## config.mk

```make
export PLATFORM = sky130hd
export DESIGN_NAME = wb_master_bridge_flat
export DESIGN_NICKNAME = d
export VERILOG_FILES = /design/src/rtl/wb_master_bridge_if.sv /design/src/rtl/wb_master_bridge.sv /design/src/flat_wrapper.sv
export SDC_FILE = /design/constraint.sdc
export NUM_CORES = 1
export LEC_CHECK = 0
export ABC_AREA = 1
export BUFFER_PORTS_ARGS = -buffer_cell sky130_fd_sc_hd__buf_2
export CORE_MARGIN = 3
export CORE_UTILIZATION = 47
export CTS_CLUSTER_SIZE = 24
export DETAILED_ROUTE_END_ITERATION = 8
export GPL_TIMING_DRIVEN = 0
export PLACE_DENSITY = 0.83
export SLEW_MARGIN = 0
export SYNTH_ARGS = -nofsm -noshare
export SYNTH_HDL_FRONTEND = slang
export SYNTH_SLANG_ARGS = --single-unit
```

## constraint.sdc

```tcl
create_clock -name clk -period 1.5 [get_ports clk]
set_input_delay 0.3 -clock clk [delete_from_list [all_inputs] [get_ports clk]]
set_output_delay 0.3 -clock clk [all_outputs]
set_load 0.01 [all_outputs]
```

## src/rtl/wb_master_bridge_if.sv

```systemverilog
// Wishbone classic bus bundle shared by the master bridge and its slaves.
// Latency: none, plain wires between the two sides.
// Backpressure: carried by the slave's ack/err/rty terminations.
interface wb_bus_t #(
    parameter int unsigned AW = 32,
    parameter int unsigned DW = 32
) ();
    logic            wb_cyc;
    logic            wb_stb;
    logic            wb_we;
    logic [AW-1:0]   wb_adr;
    logic [DW-1:0]   wb_dat_ms;
    logic [DW/8-1:0] wb_sel;
    logic [DW-1:0]   wb_dat_sm;
    logic            wb_ack;
    logic            wb_err;
    logic            wb_rty;

    modport master (
        output wb_cyc, wb_stb, wb_we, wb_adr, wb_dat_ms, wb_sel,
        input  wb_dat_sm, wb_ack, wb_err, wb_rty
    );

    modport slave (
        input  wb_cyc, wb_stb, wb_we, wb_adr, wb_dat_ms, wb_sel,
        output wb_dat_sm, wb_ack, wb_err, wb_rty
    );
endinterface

```

## src/rtl/wb_master_bridge.sv

```systemverilog
// Single-outstanding Wishbone master: valid/ready request in, one response pulse out.
// Latency: accept T, cyc T+1, 1-cycle-ack slave -> rsp_valid T+3, next accept T+4.
// Backpressure: req_ready_o only in IDLE; rty backs off one cycle, bounded retry and timeout.
module wb_master_bridge #(
    parameter int unsigned ADDR_WIDTH = 32,
    parameter int unsigned DATA_WIDTH = 32,
    parameter int unsigned MAX_RETRY  = 3,
    parameter int unsigned TIMEOUT    = 256
) (
    input  logic                    clk,
    input  logic                    rstn_i,
    input  logic                    req_valid_i,
    output logic                    req_ready_o,
    input  logic [ADDR_WIDTH-1:0]   req_addr_i,
    input  logic                    req_we_i,
    input  logic [DATA_WIDTH-1:0]   req_wdata_i,
    input  logic [DATA_WIDTH/8-1:0] req_be_i,
    output logic                    rsp_valid_o,
    output logic [DATA_WIDTH-1:0]   rsp_rdata_o,
    output logic                    rsp_err_o,
    output logic                    busy_o,
    wb_bus_t.master                 wb_bus
);
    // retry counter must hold 0..MAX_RETRY; keep at least one bit when retry is disabled
    localparam int unsigned RW = (MAX_RETRY < 1) ? 1 : $clog2(MAX_RETRY + 1);
    localparam int unsigned TW = $clog2(TIMEOUT);
    localparam logic [RW-1:0] RETRY_LAST = RW'(MAX_RETRY);
    localparam logic [TW-1:0] TO_LAST    = TW'(TIMEOUT - 1);

    typedef enum logic [1:0] {IDLE, BUS, BACKOFF, RESP} state_t;

    state_t                  r_state;
    state_t                  w_next;
    logic                    r_ready;
    logic                    r_cyc;
    logic                    r_we;
    logic [ADDR_WIDTH-1:0]   r_adr;
    logic [DATA_WIDTH-1:0]   r_dat;
    logic [DATA_WIDTH/8-1:0] r_sel;
    logic [RW-1:0]           r_retry_cnt;
    logic [TW-1:0]           r_to_cnt;
    logic [DATA_WIDTH-1:0]   r_rdata;
    logic                    r_err;

    logic w_accept;
    logic w_done;
    logic w_done_err;
    logic w_retry;
    logic w_cap;
    logic w_ack;
    logic w_err;
    logic w_rty;

    // terminations only count while a cycle is actually on the bus
    assign w_ack = wb_bus.wb_ack & r_cyc;
    assign w_err = wb_bus.wb_err & r_cyc;
    assign w_rty = wb_bus.wb_rty & r_cyc;

    // state register
    always_ff @(posedge clk or negedge rstn_i) begin
        if (!rstn_i) r_state <= IDLE;
        else         r_state <= w_next;
    end

    // next state and per-cycle decisions; priority err > ack > rty > timeout
    always_comb begin
        w_next     = r_state;
        w_accept   = 1'b0;
        w_done     = 1'b0;
        w_done_err = 1'b0;
        w_retry    = 1'b0;
        w_cap      = 1'b0;
        case (r_state)
            IDLE: begin
                if (req_valid_i && r_ready) begin
                    w_accept = 1'b1;
                    w_next   = BUS;
                end
            end
            BUS: begin
                if (w_err) begin
                    w_done     = 1'b1;
                    w_done_err = 1'b1;
                end else if (w_ack) begin
                    w_done = 1'b1;
                    w_cap  = ~r_we;
                end else if (w_rty) begin
                    if (r_retry_cnt < RETRY_LAST) begin
                        w_retry = 1'b1;
                        w_next  = BACKOFF;
                    end else begin
                        w_done     = 1'b1;
                        w_done_err = 1'b1;
                    end
                end else if (r_to_cnt == TO_LAST) begin
                    w_done     = 1'b1;
                    w_done_err = 1'b1;
                end
                if (w_done) w_next = RESP;
            end
            BACKOFF: w_next = BUS;
            RESP:    w_next = IDLE;
            default: w_next = IDLE;
        endcase
    end

    // ready is registered so it stays low through reset and the RESP cycle
    always_ff @(posedge clk or negedge rstn_i) begin
        if (!rstn_i) r_ready <= 1'b0;
        else         r_ready <= (w_next == IDLE);
    end

    // bus-side registers: cyc follows BUS occupancy, fields latched on accept
    always_ff @(posedge clk or negedge rstn_i) begin
        if (!rstn_i) begin
            r_cyc <= 1'b0;
            r_we  <= 1'b0;
            r_adr <= '0;
            r_dat <= '0;
            r_sel <= '0;
        end else begin
            r_cyc <= (w_next == BUS);
            if (w_accept) begin
                r_we  <= req_we_i;
                r_adr <= req_addr_i;
                r_dat <= req_wdata_i;
                r_sel <= req_be_i;
            end
        end
    end

    // retry and no-response counters; to_cnt restarts for every attempt and saturates
    always_ff @(posedge clk or negedge rstn_i) begin
        if (!rstn_i) begin
            r_retry_cnt <= '0;
            r_to_cnt    <= '0;
        end else begin
            if (w_accept)     r_retry_cnt <= '0;
            else if (w_retry) r_retry_cnt <= r_retry_cnt + RW'(1);

            if (w_accept || w_retry || r_state == BACKOFF)
                r_to_cnt <= '0;
            else if (r_state == BUS && !w_done && r_to_cnt != TO_LAST)
                r_to_cnt <= r_to_cnt + TW'(1);
        end
    end

    // response payload; read data only moves on a successful read
    always_ff @(posedge clk or negedge rstn_i) begin
        if (!rstn_i) begin
            r_rdata <= '0;
            r_err   <= 1'b0;
        end else begin
            if (w_cap)  r_rdata <= wb_bus.wb_dat_sm;
            if (w_done) r_err   <= w_done_err;
        end
    end

    assign req_ready_o      = r_ready;
    assign rsp_valid_o      = (r_state == RESP);
    assign rsp_err_o        = (r_state == RESP) & r_err;
    assign rsp_rdata_o      = r_rdata;
    assign busy_o           = (r_state != IDLE);
    assign wb_bus.wb_cyc    = r_cyc;
    assign wb_bus.wb_stb    = r_cyc;
    assign wb_bus.wb_we     = r_we;
    assign wb_bus.wb_adr    = r_adr;
    assign wb_bus.wb_dat_ms = r_dat;
    assign wb_bus.wb_sel    = r_sel;
endmodule
```

## src/flat_wrapper.sv

```systemverilog
// flat-port wrapper written by rule: the top's interface ports become plain ports
module wb_master_bridge_flat 
#(
    parameter int unsigned ADDR_WIDTH = 32,
    parameter int unsigned DATA_WIDTH = 32,
    parameter int unsigned MAX_RETRY  = 3,
    parameter int unsigned TIMEOUT    = 256
)
  (clk, rstn_i, req_valid_i, req_ready_o, req_addr_i, req_we_i, req_wdata_i, req_be_i, rsp_valid_o, rsp_rdata_o, rsp_err_o, busy_o, wb_bus_wb_cyc, wb_bus_wb_stb, wb_bus_wb_we, wb_bus_wb_adr, wb_bus_wb_dat_ms, wb_bus_wb_sel, wb_bus_wb_dat_sm, wb_bus_wb_ack, wb_bus_wb_err, wb_bus_wb_rty);
  wb_bus_t wb_bus_i ();
  input  logic clk;
  input  logic rstn_i;
  input  logic req_valid_i;
  output logic req_ready_o;
  input  logic [ADDR_WIDTH-1:0] req_addr_i;
  input  logic req_we_i;
  input  logic [DATA_WIDTH-1:0] req_wdata_i;
  input  logic [DATA_WIDTH/8-1:0] req_be_i;
  output logic rsp_valid_o;
  output logic [DATA_WIDTH-1:0] rsp_rdata_o;
  output logic rsp_err_o;
  output logic busy_o;
  output wire logic [$bits(wb_bus_i.wb_cyc)-1:0] wb_bus_wb_cyc;
  output wire logic [$bits(wb_bus_i.wb_stb)-1:0] wb_bus_wb_stb;
  output wire logic [$bits(wb_bus_i.wb_we)-1:0] wb_bus_wb_we;
  output wire logic [$bits(wb_bus_i.wb_adr)-1:0] wb_bus_wb_adr;
  output wire logic [$bits(wb_bus_i.wb_dat_ms)-1:0] wb_bus_wb_dat_ms;
  output wire logic [$bits(wb_bus_i.wb_sel)-1:0] wb_bus_wb_sel;
  input wire logic [$bits(wb_bus_i.wb_dat_sm)-1:0] wb_bus_wb_dat_sm;
  input wire logic [$bits(wb_bus_i.wb_ack)-1:0] wb_bus_wb_ack;
  input wire logic [$bits(wb_bus_i.wb_err)-1:0] wb_bus_wb_err;
  input wire logic [$bits(wb_bus_i.wb_rty)-1:0] wb_bus_wb_rty;
  assign wb_bus_wb_cyc = wb_bus_i.wb_cyc;
  assign wb_bus_wb_stb = wb_bus_i.wb_stb;
  assign wb_bus_wb_we = wb_bus_i.wb_we;
  assign wb_bus_wb_adr = wb_bus_i.wb_adr;
  assign wb_bus_wb_dat_ms = wb_bus_i.wb_dat_ms;
  assign wb_bus_wb_sel = wb_bus_i.wb_sel;
  assign wb_bus_i.wb_dat_sm = wb_bus_wb_dat_sm;
  assign wb_bus_i.wb_ack = wb_bus_wb_ack;
  assign wb_bus_i.wb_err = wb_bus_wb_err;
  assign wb_bus_i.wb_rty = wb_bus_wb_rty;
  wb_master_bridge #(.ADDR_WIDTH(ADDR_WIDTH), .DATA_WIDTH(DATA_WIDTH), .MAX_RETRY(MAX_RETRY), .TIMEOUT(TIMEOUT)) u_core (.clk(clk), .rstn_i(rstn_i), .req_valid_i(req_valid_i), .req_ready_o(req_ready_o), .req_addr_i(req_addr_i), .req_we_i(req_we_i), .req_wdata_i(req_wdata_i), .req_be_i(req_be_i), .rsp_valid_o(rsp_valid_o), .rsp_rdata_o(rsp_rdata_o), .rsp_err_o(rsp_err_o), .busy_o(busy_o), .wb_bus(wb_bus_i));
endmodule
```

Word level (Yosys, flattened, before mapping)
Cells that the tools add are included.
{ "totals": {"ff_bits": 116, "output_inout_bits": 107, "elab_cells": 67} }
{ "op_classes": {"add_sub_neg": 2, "order_cmp": 1, "n_eq_ne": 6, "n_mux": 31, "bitwise": 5, "n_reduce_logical": 11} }
{ "op_table": {"columns": ["cell", "n"], "rows": [
  ["$mux 1", 20],
  ["$mux 2", 8],
  ["$mux 8", 2],
  ["$add 8x1->8 const B", 1],
  ["$eq 8x8->1 const B", 1],
  ["$ne 8x8->1 const B", 1],
  ["$pmux 2 s4", 1],
  ["$reduce_bool 2->1", 3],
  ["$and 1x1->1", 4],
  ["$eq 2x1->1 const B", 2],
  ["$eq 2x2->1 const B", 2],
  ["$logic_not 2->1", 2],
  ["$logic_and 1x1->1", 3],
  ["$add 2x1->2 const B", 1],
  ["$logic_or 1x1->1", 2],
  ["$lt 2x2->1 const B", 1],
  ["$logic_not 1->1", 1],
  ["$not 1->1", 1]
]} }

Depth between registers and ports, before layout
Gate-level depths: netlist of the first run.
{ "depth": {"depth_word": 12, "depth_mapped": 10} }

Worst setup path before layout of the first run
OpenSTA, ideal clock, no wires.
{ "synth_path": {"path_type": "reg-to-reg", "startpoint": "register u_core.r_cyc (netlist: u_core.wb_bus.wb_cyc)", "endpoint": "register u_core.r_rdata[10] (netlist: u_core.rsp_rdata_o[10])", "arrival_time_ns": 1.274, "t_required_ns": 1.375, "slack_ns": 0.100, "path_stages_with_launch": 6, "n_path_buf": 1, "cell_sequence": "dfrtp_1 nand2_2 nor2_2 nand3_4 buf_6 mux2_4"} }
{ "synth_via": {"elab_chain_len": 4, "word_cells_on_any_way": 5} }
{ "synth_rtl": {"columns": ["item", "line_no", "source"], "rows": [
  ["from (decl)", "wb_master_bridge.sv:35", "logic r_cyc;"],
  ["from (signal assigned)", "wb_master_bridge.sv:122", "r_cyc <= (w_next == BUS);"],
  ["$and 1x1->1", "wb_master_bridge.sv:55", "assign w_ack = wb_bus.wb_ack & r_cyc;"],
  ["$mux 1", "wb_master_bridge.sv:84", "end else if (w_ack) begin"],
  ["$mux 1 *", "wb_master_bridge.sv:81", "if (w_err) begin"],
  ["$mux 1 *", "wb_master_bridge.sv:73", "case (r_state)"],
  ["to (signal assigned)", "wb_master_bridge.sv:154", "if (w_cap) r_rdata <= wb_bus.wb_dat_sm;"],
  ["to (decl)", "wb_master_bridge.sv:42", "logic [DATA_WIDTH-1:0] r_rdata;"]
]} }
Mark *: on every way between the ends. The rest lies on a longest branch, timed or not.
A chain may end at the register's enable or synchronous reset.

Worst setup path in the final report of the first run
{ "layout_path": {"startpoint": "register u_core.r_state[1]", "endpoint": "register u_core.r_rdata[2] (netlist: u_core.rsp_rdata_o[2])"} }
{ "layout_via": {"elab_chain_len": 2} }
{ "layout_rtl": {"columns": ["item", "line_no", "source"], "rows": [
  ["from (decl)", "wb_master_bridge.sv:32", "state_t r_state;"],
  ["from (signal assigned)", "wb_master_bridge.sv:62", "else r_state <= w_next;"],
  ["$eq 2x1->1", "wb_master_bridge.sv:73", null],
  ["$mux 1", "wb_master_bridge.sv:73", null]
]} }
Every way passes these cells.

==> reports/summary.txt, run 1 <==
RR Endpoint -> u_core.rsp_rdata_o[2]
Status -> finished, violations left
Tot GR Track Use -> 0.245
YS warnings -> 0
Worst vdd ir -> 1.05 mV
Top cells by area, synth -> dfrtp_1 59%, nand2_1 18%, mux2_4 9.2%
Share of the synthesized area in the top cell type -> 0.594
Pre-CTS WS -> -221 ps
Wire per inst -> 15.5 um
Detail-routed via count per cell -> 4.82
Initial DRT Pass Iterations -> 4
Die area -> 11700 um2
Int Pwr -> 9.65 mW
WP depth -> 5
Drc violations -> 0
Synth Area per Inst -> 9.99 um2
Crit path kind -> flip-flop to flip-flop
Clock skew -> 8.53 ps
RD Place Congestion -> 0.840
Design area -> 7460 um2
CTS tree -> yes
Gr busiest metal -> met2
FP Rows -> 36
Vias -> 4512
Antenna violations before repair -> 0
XOR/XNOR share of the synthesized area -> 0.00359
Detail Route Antenna Nets -> 0
Clock period minus worst slack -> 1560 ps
Worst path buffer plus inverter count -> 2
IO buf count -> 213
Post-Syn Instances -> 489
DIE WIDTH -> 108 um
Adder-cell share of the synthesized area -> 0.00512
Root Driver -> clkbuf_8
Post-detail-place hpwl -> 9120 um
GR Layer Usage met2 -> 0.427
Max Root-Sink Buffers -> 2
Worst-path cell chain -> buf_4, nor2_4, nand3_4, buf_8, mux2_4
Data required time of the critical path -> 1890 ps
Syn nets -> 598
Die Ht -> 108 um
Share of cells above drive strength 1 -> 0.411
Register area share after synthesis -> 0.594
Tcrit/Tclk final -> 1.04
Commonest non-fill, non-tap cells in the layout -> 238 x nand2_1, 218 x buf_2, 115 x dfrtp_1, 60 x dlygate4sd3_1, 30 x mux2_4
Power share of the combinational group -> 0.393
Area fraction in compound gates after synthesis -> 0.0149
Worst-Margin Slew -> 624 ps
Mux contribution to synthesized area -> 0.0968
GR met3 Demand/Resource -> 0.0675
Nets -> 899
Total negative slack -> -1500 ps
Gr ovfl total -> 0
Largest net degree at the start of global routing -> 69
Commonest non-fill, non-tap cell in the layout -> nand2_1
Crit path to -> u_core.rsp_rdata_o[2]
H-tree level count -> 4
Top cell type by total area after synthesis -> dfrtp_1
Max-slew headroom at the worst pin -> 0.584
RSZ-0062 raised after global routing -> true
Max-slew violation count -> 0
CTS clk-pin slew, worst paths -> 60 ps
RR Startpoint -> u_core.r_state[1]
Net Sw Power -> 5.52 mW
Skew-Pair Late Insertion Delay -> 510 ps
Clock network fraction of design power -> 0.254
# setup viols final -> 32
Top-level I/O count -> 214
Seq pwr share -> 0.353
Leakage power -> 4.19 nW
Setup crit start kind -> flip-flop
Post-DP Area -> 6150 um2
Simple-Gate Fraction of Synth Area -> 0.248
CP Max Fanout -> 10
Post-route setup slack -> -60.4 ps
Max Fclk -> 641 MHz
Largest family of logic cells by synthesized area -> simple AND/OR/NAND/NOR gates
Crit-path leading delay family -> flip-flops
Reg2Reg Setup Slack -> -60 ps
Wire length of the first global-routing pass -> 22200 um
Synth Cell Area -> 4890 um2
Synth Register Bits -> 116
Initial core utilization -> 0.491
Worst setup startpoint -> u_core.r_state[1]
Clock sinks -> 116
Worst Hold Class -> input pin to flip-flop
CORE AREA -> 9950 um2
DRT Wirelength -> 14500 um
WP data arrival -> 1950 ps
Largest stage delay on the critical path -> 400 ps
Final Total Pwr -> 15.2 mW
CTS Buf Count -> 17
Area grow syn2layout -> 52.7%
Cell variety after synth -> 30
R2r worst-path depth -> 5
Detailed router's first-iteration violation count -> 353
Met1 usage -> 0.267
Setup crit end kind -> flip-flop
Pwr dens -> 2030 nW/um2
CP max stage cell -> dfrtp_1
Switching share of power -> 0.364
Failing checks -> setup timing
Final hold viol count -> 0
MaxCap Viol Count -> 0
Number of global-route vias before repair -> 4652
-- area by class of cell --
cell class,instances,area (um2)
sequential,116,2900
antenna,1,2.50
tap,133,166
fill,641,2490
multi-input combinational,335,1850
clock buffer,19,442
clock inverter,12,131
timing repair buffer,281,1760
inverter,21,83.8
buffer,18,125
-- cell usage after synthesis --
cell type	n
a21boi_0	1
a21oi_1	1
buf_2	6
buf_4	1
buf_6	3
clkbuf_1	8
dfrtp_1	116
ha_1	2
inv_1	18
inv_2	2
inv_4	1
mux2_2	2
mux2_4	30
nand2_1	240
nand2_2	10
nand2_4	1
nand2_8	1
nand3_1	14
nand3_4	2
nand3b_1	1
nor2_1	16
nor2_2	2
nor2_4	2
nor3_1	2
o2111ai_4	1
o21ai_1	2
o21ai_4	1
o21bai_1	1
xnor2_1	1
xor2_1	1
-- repair_timing --
item | CTS | global route
gates resized for setup | 3 | 28
hold buffers | 58 | 2
gates cloned | 0 | 1
endpoints found under the setup margin | 75 | 106
pin swaps | 2 | 5
buffers inserted | 4 | 3
hold endpoints to repair | 105 | 2
-- metal layers --
metal  vias to the layer above  share of wire  wire length [um]
met5                         -              0                 0
met3                        63          0.062               895
li1                       2121              -                 -
met2                       215           0.51              7400
met4                         0          0.052               746
met1                      2113           0.38              5430
-- cell families after synthesis --
kind of cell / count (synthesis)
AO/OA/AOI/OAI: 7
buffers and inverters: 39
multiplexers: 32
XOR/XNOR: 2
flip-flops: 116
adder cells (fa/ha/maj): 2
AND/OR/NAND/NOR: 291
-- worst min-delay path by stage --
stage	depth (start not counted)	slack, ps	endpoint	startpoint
6_report	2	10	u_core.rsp_rdata_o[14]	wb_bus_wb_dat_sm[14]
3_5_place_dp	1	360	u_core.wb_bus.wb_dat_ms[21]	rstn_i
4_1_cts	3	0.9	u_core.wb_bus.wb_dat_ms[22]	req_wdata_i[22]
2_1_floorplan	0	4	u_core.r_err	rstn_i
5_1_grt	2	2	u_core.rsp_rdata_o[22]	wb_bus_wb_dat_sm[22]
3_3_place_gp	2	450	u_core.wb_bus.wb_dat_ms[15]	u_core.wb_bus.wb_dat_ms[15]
-- flip-flops by register name, indices dropped and copies added, names as in the netlist --
signal                   cells
u_core.wb_bus.wb_cyc         1
u_core.r_state               2
u_core.wb_bus.wb_we          1
u_core.r_retry_cnt           2
u_core.r_err                 1
u_core.r_to_cnt              8
u_core.req_ready_o           1
u_core.wb_bus.wb_sel         4
u_core.wb_bus.wb_adr        32
u_core.wb_bus.wb_dat_ms     32
u_core.rsp_rdata_o          32
-- metrics by stage --
step / hold slack, ps / utilization / instances
after floorplan: 4.41 / - / 489
after global placement: 448 / 0.615 / 835
after detailed placement: 361 / 0.618 / 836
after CTS: 0.897 / 0.738 / 929
after global routing: 1.51 / 0.749 / 935
final: 13.7 / 0.750 / 936
-- power by group through the flow --
stage	logic (mW)	clock network (mW)	registers (mW)
6_report	5.96	3.85	5.36
4_1_cts	5.76	3.88	5.31
3_3_place_gp	5.30	0	5.26
3_5_place_dp	5.48	0	5.34
2_1_floorplan	2.61	0	5.93
5_1_grt	6.52	4.04	5.52
No activity file was read; power rests on OpenSTA's default activity.
==> inputs of run 2 (changes only) <==
--- a/config.mk
+++ b/config.mk
@@ -12,7 +12,7 @@
 export CTS_CLUSTER_SIZE = 24
 export DETAILED_ROUTE_END_ITERATION = 8
 export GPL_TIMING_DRIVEN = 0
-export PLACE_DENSITY = 0.83
+export PLACE_DENSITY = 0.81
 export SLEW_MARGIN = 0
 export SYNTH_ARGS = -nofsm -noshare
 export SYNTH_HDL_FRONTEND = slang
==> run 2 against run 1 <==
  * The flow still finishes with violations (setup timing)
  * Clock skew up 2.5 ps
  * Register-to-register slack gained 70 ps
  * Fmax grew 1.8%
  * Worst setup slack gained 28 ps
  * Clock-buffer cell count unchanged
  * Sequential cell count is the same
  * Hold slack better by 2.8 ps
  * Combinational power grew 3%
  * Clock power fell by 1%
  * Sequential share of layout area decreased by 0.31 points
  * Largest power group unchanged
==> reports/summary.txt, run 2 (synthesized netlist as in run 1, its figures left out) <==
Nets -> 900 (+0.11%)
Gr ovfl total -> 0 (unchanged)
Worst path buffer plus inverter count -> 2 (unchanged)
RSZ-0062 raised after global routing -> true
GR Layer Usage met2 -> 0.458 (+0.0311)
GR met3 Demand/Resource -> 0.0681 (+0.000597)
RD Place Congestion -> 0.831 (-1.1%)
Pwr dens -> 2040 nW/um2 (+0.23%)
Max Root-Sink Buffers -> 2 (unchanged)
Antenna violations before repair -> 0 (unchanged)
Final hold viol count -> 0 (unchanged)
Tot GR Track Use -> 0.254 (+0.00890)
Reg2Reg Setup Slack -> 10 ps (+70 ps)
WP data arrival -> 1230 ps (-720 ps)
Gr busiest metal -> met2
Data required time of the critical path -> 1200 ps (-690 ps)
Die Ht -> 108 um (unchanged)
RR Endpoint -> u_core.rsp_rdata_o[2]
R2r worst-path depth -> 6 (+1)
Worst Hold Class -> input pin to flip-flop
CORE AREA -> 9950 um2 (unchanged)
Final Total Pwr -> 15.3 mW (+1.1%)
Post-detail-place hpwl -> 9320 um (+2.2%)
CTS clk-pin slew, worst paths -> 60 ps (about the same)
Clock sinks -> 116 (unchanged)
Skew-Pair Late Insertion Delay -> 500 ps (about the same)
Commonest non-fill, non-tap cells in the layout -> 237 x nand2_1, 212 x buf_2, 114 x dfrtp_1, 57 x dlygate4sd3_1, 30 x mux2_4
Largest net degree at the start of global routing -> 66 (-4.3%)
Number of global-route vias before repair -> 4803 (+3.2%)
Crit path kind -> flip-flop to output port
Status -> finished, violations left
Post-route setup slack -> -32.2 ps (+28.2 ps)
Vias -> 4618 (+2.3%)
Failing checks -> setup timing
Detailed router's first-iteration violation count -> 292 (-17%)
IO buf count -> 213 (unchanged)
Tcrit/Tclk final -> 1.02 (-0.0188)
Switching share of power -> 0.367 (+0.00263)
Worst-path cell chain -> nor2_2, inv_2, buf_6
DRT Wirelength -> 14800 um (+2.3%)
Hold path endpoint -> u_core.wb_bus.wb_dat_ms[22]
FP Rows -> 36 (unchanged)
Worst vdd ir -> 1.03 mV (-1.7%)
Commonest non-fill, non-tap cell in the layout -> nand2_1
# setup viols final -> 2 (-94%)
H-tree level count -> 4 (unchanged)
Wire length of the first global-routing pass -> 22900 um (+2.9%)
Int Pwr -> 9.71 mW (+0.65%)
Share of cells above drive strength 1 -> 0.419 (+0.00768)
Setup crit start kind -> flip-flop
Largest stage delay on the critical path -> 440 ps (+40 ps)
Detail-routed via count per cell -> 4.93 (+2.2%)
Drc violations -> 0 (unchanged)
Seq pwr share -> 0.352 (about the same)
Worst-Margin Slew -> 659 ps (+34.7 ps)
Initial core utilization -> 0.491 (unchanged)
Hold path depth -> 3 (+1)
Wire per inst -> 15.8 um (+2.2%)
Met1 usage -> 0.271 (+0.00337)
Beginning of the worst hold path -> req_wdata_i[22]
Pre-CTS WS -> -243 ps (-21.8 ps)
Area grow syn2layout -> 54.0%
Max-slew headroom at the worst pin -> 0.561 (-0.0232)
Setup crit end kind -> output port
Max-slew violation count -> 0 (unchanged)
Leakage power -> 4.23 nW (+0.85%)
Initial DRT Pass Iterations -> 4 (unchanged)
Crit-path leading delay family -> flip-flops
CP max stage cell -> dfrtp_2
Power share of the combinational group -> 0.399 (+0.006)
Clock network fraction of design power -> 0.249 (-0.005)
Diodes inserted -> 0 (-1)
Net Sw Power -> 5.62 mW (+1.8%)
Detail Route Antenna Nets -> 0 (unchanged)
Clock period minus worst slack -> 1530 ps (-28.2 ps)
RR Startpoint -> u_core.wb_bus.wb_cyc
CP Max Fanout -> 4 (-6)
CTS tree -> yes
Clock skew -> 11.0 ps (+2.48 ps)
Max Fclk -> 653 MHz (+1.8%)
Root Driver -> clkbuf_8
Top-level I/O count -> 214 (unchanged)
Die area -> 11700 um2 (unchanged)
DIE WIDTH -> 108 um (unchanged)
MaxCap Viol Count -> 0 (unchanged)
CTS Buf Count -> 17 (unchanged)
==> run 2: changes by cell type in the layout (fill, tap and decap cells not counted), sizes merged <==
cell	change
clkinv	+3
dlygate4sd3	-3
buf	+2
clkbuf	+2
clkinvlp	-2
diode	-1
==> run 2: how the worst max path moves through the flow <==
stage,startpoint,end,slack [ps],cells after the start
floorplan,u_core.wb_bus.wb_cyc,u_core.rsp_rdata_o[10],100,5
global placement,rstn_i,u_core.wb_bus.wb_adr[4],-1170,1
detailed placement,u_core.r_state[1],u_core.wb_bus.wb_dat_ms[19],-240,7
CTS,u_core.r_state[1],rsp_err_o,-80,3
global route,u_core.r_state[1],busy_o,-120,3
finish,u_core.r_state[1],busy_o,-30,3
==> run 2: what timing repair did <==
action,4_1_cts,5_1_grt
setup endpoints to repair,76,111
endpoints found under the hold margin,105,2
pin swaps,2,3
hold buffers,55,2
cloned,1,1
buffers inserted,4,7
gates resized for setup,15,36
==> run 2: power by group through the flow <==
stage | clock, mW | sequential, mW | combinational, mW
2_1_floorplan | 0 | 5.93 | 2.61
3_3_place_gp | 0 | 5.26 | 5.29
3_5_place_dp | 0 | 5.35 | 5.46
4_1_cts | 3.85 | 5.33 | 5.80
5_1_grt | 4.04 | 5.56 | 6.71
6_report | 3.81 | 5.40 | 6.12
==> run 2: worst register-to-register path: stages, from the launching register on <==
cell	delay (ps)
dfrtp_2	420
buf_6	120
nand2_4	40
nor2_4	100
nand3_4	170
buf_8	220
mux2_4	310
==> run 2: final cells by class <==
| cell class | count | area (um2) |
|---|---|---|
| Multi-Input combinational cell | 335 | 1860 |
| Sequential cell | 116 | 2910 |
| Inverter | 21 | 88.8 |
| Tap cell | 133 | 166 |
| Buffer | 17 | 149 |
| Clock buffer | 19 | 422 |
| Timing Repair Buffer | 283 | 1800 |
| Fill cell | 635 | 2430 |
| Clock inverter | 13 | 135 |
==> run 2: per-stage QoR <==
stage | hold WS, ps | setup TNS, ps | cell area, um2 | std cells | utilization
2_1_floorplan | 4.41 | 0 | 4890 | 489 | -
3_3_place_gp | 449 | -144620 | 6120 | 835 | 0.615
3_5_place_dp | 366 | -11790 | 6150 | 836 | 0.618
4_1_cts | 0.966 | -679 | 7330 | 927 | 0.737
5_1_grt | 0.635 | -1820 | 7520 | 937 | 0.756
6_report | 16.5 | -43.7 | 7520 | 937 | 0.756
==> run 2: per-layer routing <==
layer | share of wire | up-vias | wire, um
met5 | 0 | - | 0
met4 | 0.044 | 0 | 653
met3 | 0.060 | 55 | 887
met2 | 0.52 | 220 | 7670
met1 | 0.38 | 2210 | 5600
li1 | - | 2133 | -
==> inputs of run 3 (changes only) <==
--- a/config.mk
+++ b/config.mk
@@ -8,11 +8,12 @@
 export ABC_AREA = 1
 export BUFFER_PORTS_ARGS = -buffer_cell sky130_fd_sc_hd__buf_2
 export CORE_MARGIN = 3
-export CORE_UTILIZATION = 47
+export CORE_UTILIZATION = 49
+export CTS_BUF_LIST = sky130_fd_sc_hd__clkbuf_8
 export CTS_CLUSTER_SIZE = 24
 export DETAILED_ROUTE_END_ITERATION = 8
 export GPL_TIMING_DRIVEN = 0
-export PLACE_DENSITY = 0.81
+export PLACE_DENSITY = 0.84
 export SLEW_MARGIN = 0
 export SYNTH_ARGS = -nofsm -noshare
 export SYNTH_HDL_FRONTEND = slang
==> run 3 against run 2 <==
  * The run now ends clean
  * Clock skew shrank 3.8 ps
  * Combinational power shrank 2%
  * First-iteration DRC count grew 3.8%
  * Fmax grew 2.7%
  * Non-clock buffer count shrank 55
  * Power shrank 7.1%
  * Critical path depth is the same
  * Design area shrank 9.6%
==> reports/summary.txt, run 3 (synthesized netlist as in run 1, its figures left out) <==
Status -> completed
Initial DRT Pass Iterations -> 5 (+1)
Root Driver -> clkbuf_8
Crit path kind -> flip-flop to output port
Number of global-route vias before repair -> 4330 (-9.8%)
Worst hold slack -> 67.6 ps (+51.1 ps)
Final Total Pwr -> 14.2 mW (-7.1%)
CTS tree -> yes
Worst path buffer plus inverter count -> 2 (unchanged)
Tcrit/Tclk final -> 0.995 (-0.0264)
CP max stage cell -> dfrtp_2
R2r worst-path depth -> 9 (+3)
Seq pwr share -> 0.378 (+0.026)
Gr ovfl total -> 0 (unchanged)
Leakage power -> 3.89 nW (-8.0%)
Skew-Pair Late Insertion Delay -> 430 ps (-70 ps)
Setup crit start kind -> flip-flop
Multi-input gate area -> 1890 um2 (+1.8%)
CORE AREA -> 9460 um2 (-5.0%)
Die area -> 11200 um2 (-3.9%)
Largest net degree at the start of global routing -> 60 (-9.1%)
Clock network fraction of design power -> 0.200 (-0.049)
FP Rows -> 35 (-2.8%)
Detail-routed via count per cell -> 4.92 (-0.23%)
Drc violations -> 0 (unchanged)
Wire length of the first global-routing pass -> 21200 um (-7.4%)
Tot GR Track Use -> 0.241 (-0.0132)
CP Max Fanout -> 4 (unchanged)
Post-DP Area -> 6140 um2 (about the same)
Detailed router's first-iteration violation count -> 303 (+3.8%)
Max Root-Sink Buffers -> 2 (unchanged)
Data required time of the critical path -> 1200 ps (about the same)
MaxCap Viol Count -> 0 (unchanged)
FF/Latch Area -> 2910 um2 (about the same)
Max-slew headroom at the worst pin -> 0.508 (-0.0525)
Crit-path leading delay family -> flip-flops
RD Place Congestion -> 0.847 (+2.0%)
RSZ-0062 raised after global routing -> true
Max Fclk -> 670 MHz (+2.7%)
CTS Buf Count -> 17 (unchanged)
Area grow syn2layout -> 39.2%
IO buf count -> 213 (unchanged)
H-tree level count -> 4 (unchanged)
Initial core utilization -> 0.517 (+0.0257)
Int Pwr -> 8.75 mW (-9.9%)
RR Startpoint -> u_core.r_state[0]
WP data arrival -> 1190 ps (-40 ps)
Setup crit end kind -> output port
Die Ht -> 106 um (-1.9%)
Reg2Reg Setup Slack -> 20 ps (about the same)
Detail Route Antenna Nets -> 0 (unchanged)
Worst-Margin Slew -> 738 ps (+78.8 ps)
Switching share of power -> 0.385 (+0.0189)
CTS clk-pin slew, worst paths -> 80 ps (+20 ps)
Hold path depth -> 3 (unchanged)
Worst Hold Class -> input pin to flip-flop
Worst vdd ir -> 0.987 mV (-4.4%)
Design area -> 6800 um2 (-9.6%)
Diodes inserted -> 0 (unchanged)
# setup viols final -> 0 (-2)
Commonest non-fill, non-tap cell in the layout -> nand2_1
Clock skew -> 7.16 ps (-3.85 ps)
DRT Wirelength -> 13600 um (-8.0%)
Clock period minus worst slack -> 1490 ps (-39.6 ps)
Antenna violations before repair -> 0 (unchanged)
Worst-path cell chain -> nor2_4, inv_2, buf_6
Beginning of the worst hold path -> req_addr_i[20]
Commonest non-fill, non-tap cells in the layout -> 236 x nand2_1, 212 x buf_2, 112 x dfrtp_1, 30 x mux2_4, 20 x buf_4
Power share of the combinational group -> 0.422 (+0.023)
Pwr dens -> 2090 nW/um2 (+2.7%)
Max-slew violation count -> 0 (unchanged)
Final hold viol count -> 0 (unchanged)
DIE WIDTH -> 106 um (-1.9%)
Net Sw Power -> 5.49 mW (-2.4%)
Clock sinks -> 116 (unchanged)
Nets -> 846 (-6.0%)
Hold path endpoint -> u_core.wb_bus.wb_adr[20]
Share of cells above drive strength 1 -> 0.464 (+0.0448)
RR Endpoint -> u_core.r_to_cnt[5]
Largest stage delay on the critical path -> 460 ps (+20 ps)
Vias -> 4322 (-6.4%)
Top-level I/O count -> 214 (unchanged)
Fillers -> 678 (+6.8%)
Post-detail-place hpwl -> 9450 um (+1.4%)
Wire per inst -> 15.5 um (-2.0%)
[run 3: cell count changes in the layout (fill, tap and decap cells not counted), sizes merged]
cell | previous run | this run
clkinv | 8 | 5
inv | 22 | 24
dlygate4sd3 | 57 | 1
clkinvlp | 2 | 5
buf | 235 | 240
clkbuf | 27 | 21
nand2 | 252 | 253
[run 3: timing repair]
action | 4_1_cts | 5_1_grt
gates cloned | 0 | 2
gates resized for setup | 10 | 50
hold endpoints to repair | 58 | 0
setup buffers | 1 | 13
hold buffers | 1 | 0
setup endpoints to repair | 77 | 114
pin swaps | 1 | 9
[run 3: tightest hold or removal path: stages]
cell     delay (ps)
buf_2            70
nand2_1          40
nand2_1          50
[run 3: power by group through the flow]
stage / logic, mW / registers, mW / clock network [mW]
after floorplan: 2.61 / 5.93 / 0
after global routing: 6.57 / 5.55 / 3.10
after global placement: 5.28 / 5.26 / 0
final: 6.01 / 5.38 / 2.85
after detailed placement: 5.48 / 5.35 / 0
after CTS: 5.58 / 5.34 / 2.92
[run 3: layout make-up]
class                           count  area share
Buffer                             16      0.0191
Sequential cell                   116       0.428
Clock inverter                     15      0.0230
Clock buffer                       17      0.0344
Tap cell                          129      0.0237
Multi-Input combinational cell    336       0.278
Inverter                           21      0.0127
Timing Repair Buffer              229       0.181
[run 3: worst max-delay path by stage]
stage | from | depth (start not counted) | end
floorplan | u_core.wb_bus.wb_cyc | 5 | u_core.rsp_rdata_o[10]
global placement | rstn_i | 1 | u_core.wb_bus.wb_adr[5]
global route | u_core.r_state[0] | 9 | u_core.r_to_cnt[2]
detailed placement | u_core.r_state[1] | 7 | u_core.wb_bus.wb_dat_ms[17]
finish | u_core.r_state[1] | 3 | busy_o
CTS | u_core.r_state[1] | 3 | rsp_err_o
[run 3: per-layer routing]
metal / track usage / share of wire / routed length, um / vias to the layer above
li1: - / - / - / 2020
met1: 0.274 / 0.38 / 5190 / 2068
met2: 0.423 / 0.53 / 7260 / 205
met3: 0.0802 / 0.062 / 840 / 29
met4: 0.0879 / 0.024 / 323 / 0
met5: 0 / 0 / 0 / -
[run 3: metrics by stage]
stage          cells   util  setup TNS [ps]  setup slack (ps)
2_1_floorplan    489      -               0               100
3_3_place_gp     831  0.646         -143720             -1150
3_5_place_dp     832  0.649          -12780              -227
4_1_cts          866  0.695           -45.8             -28.0
5_1_grt          879  0.719            -633             -53.7
6_report         879  0.719               0              7.40
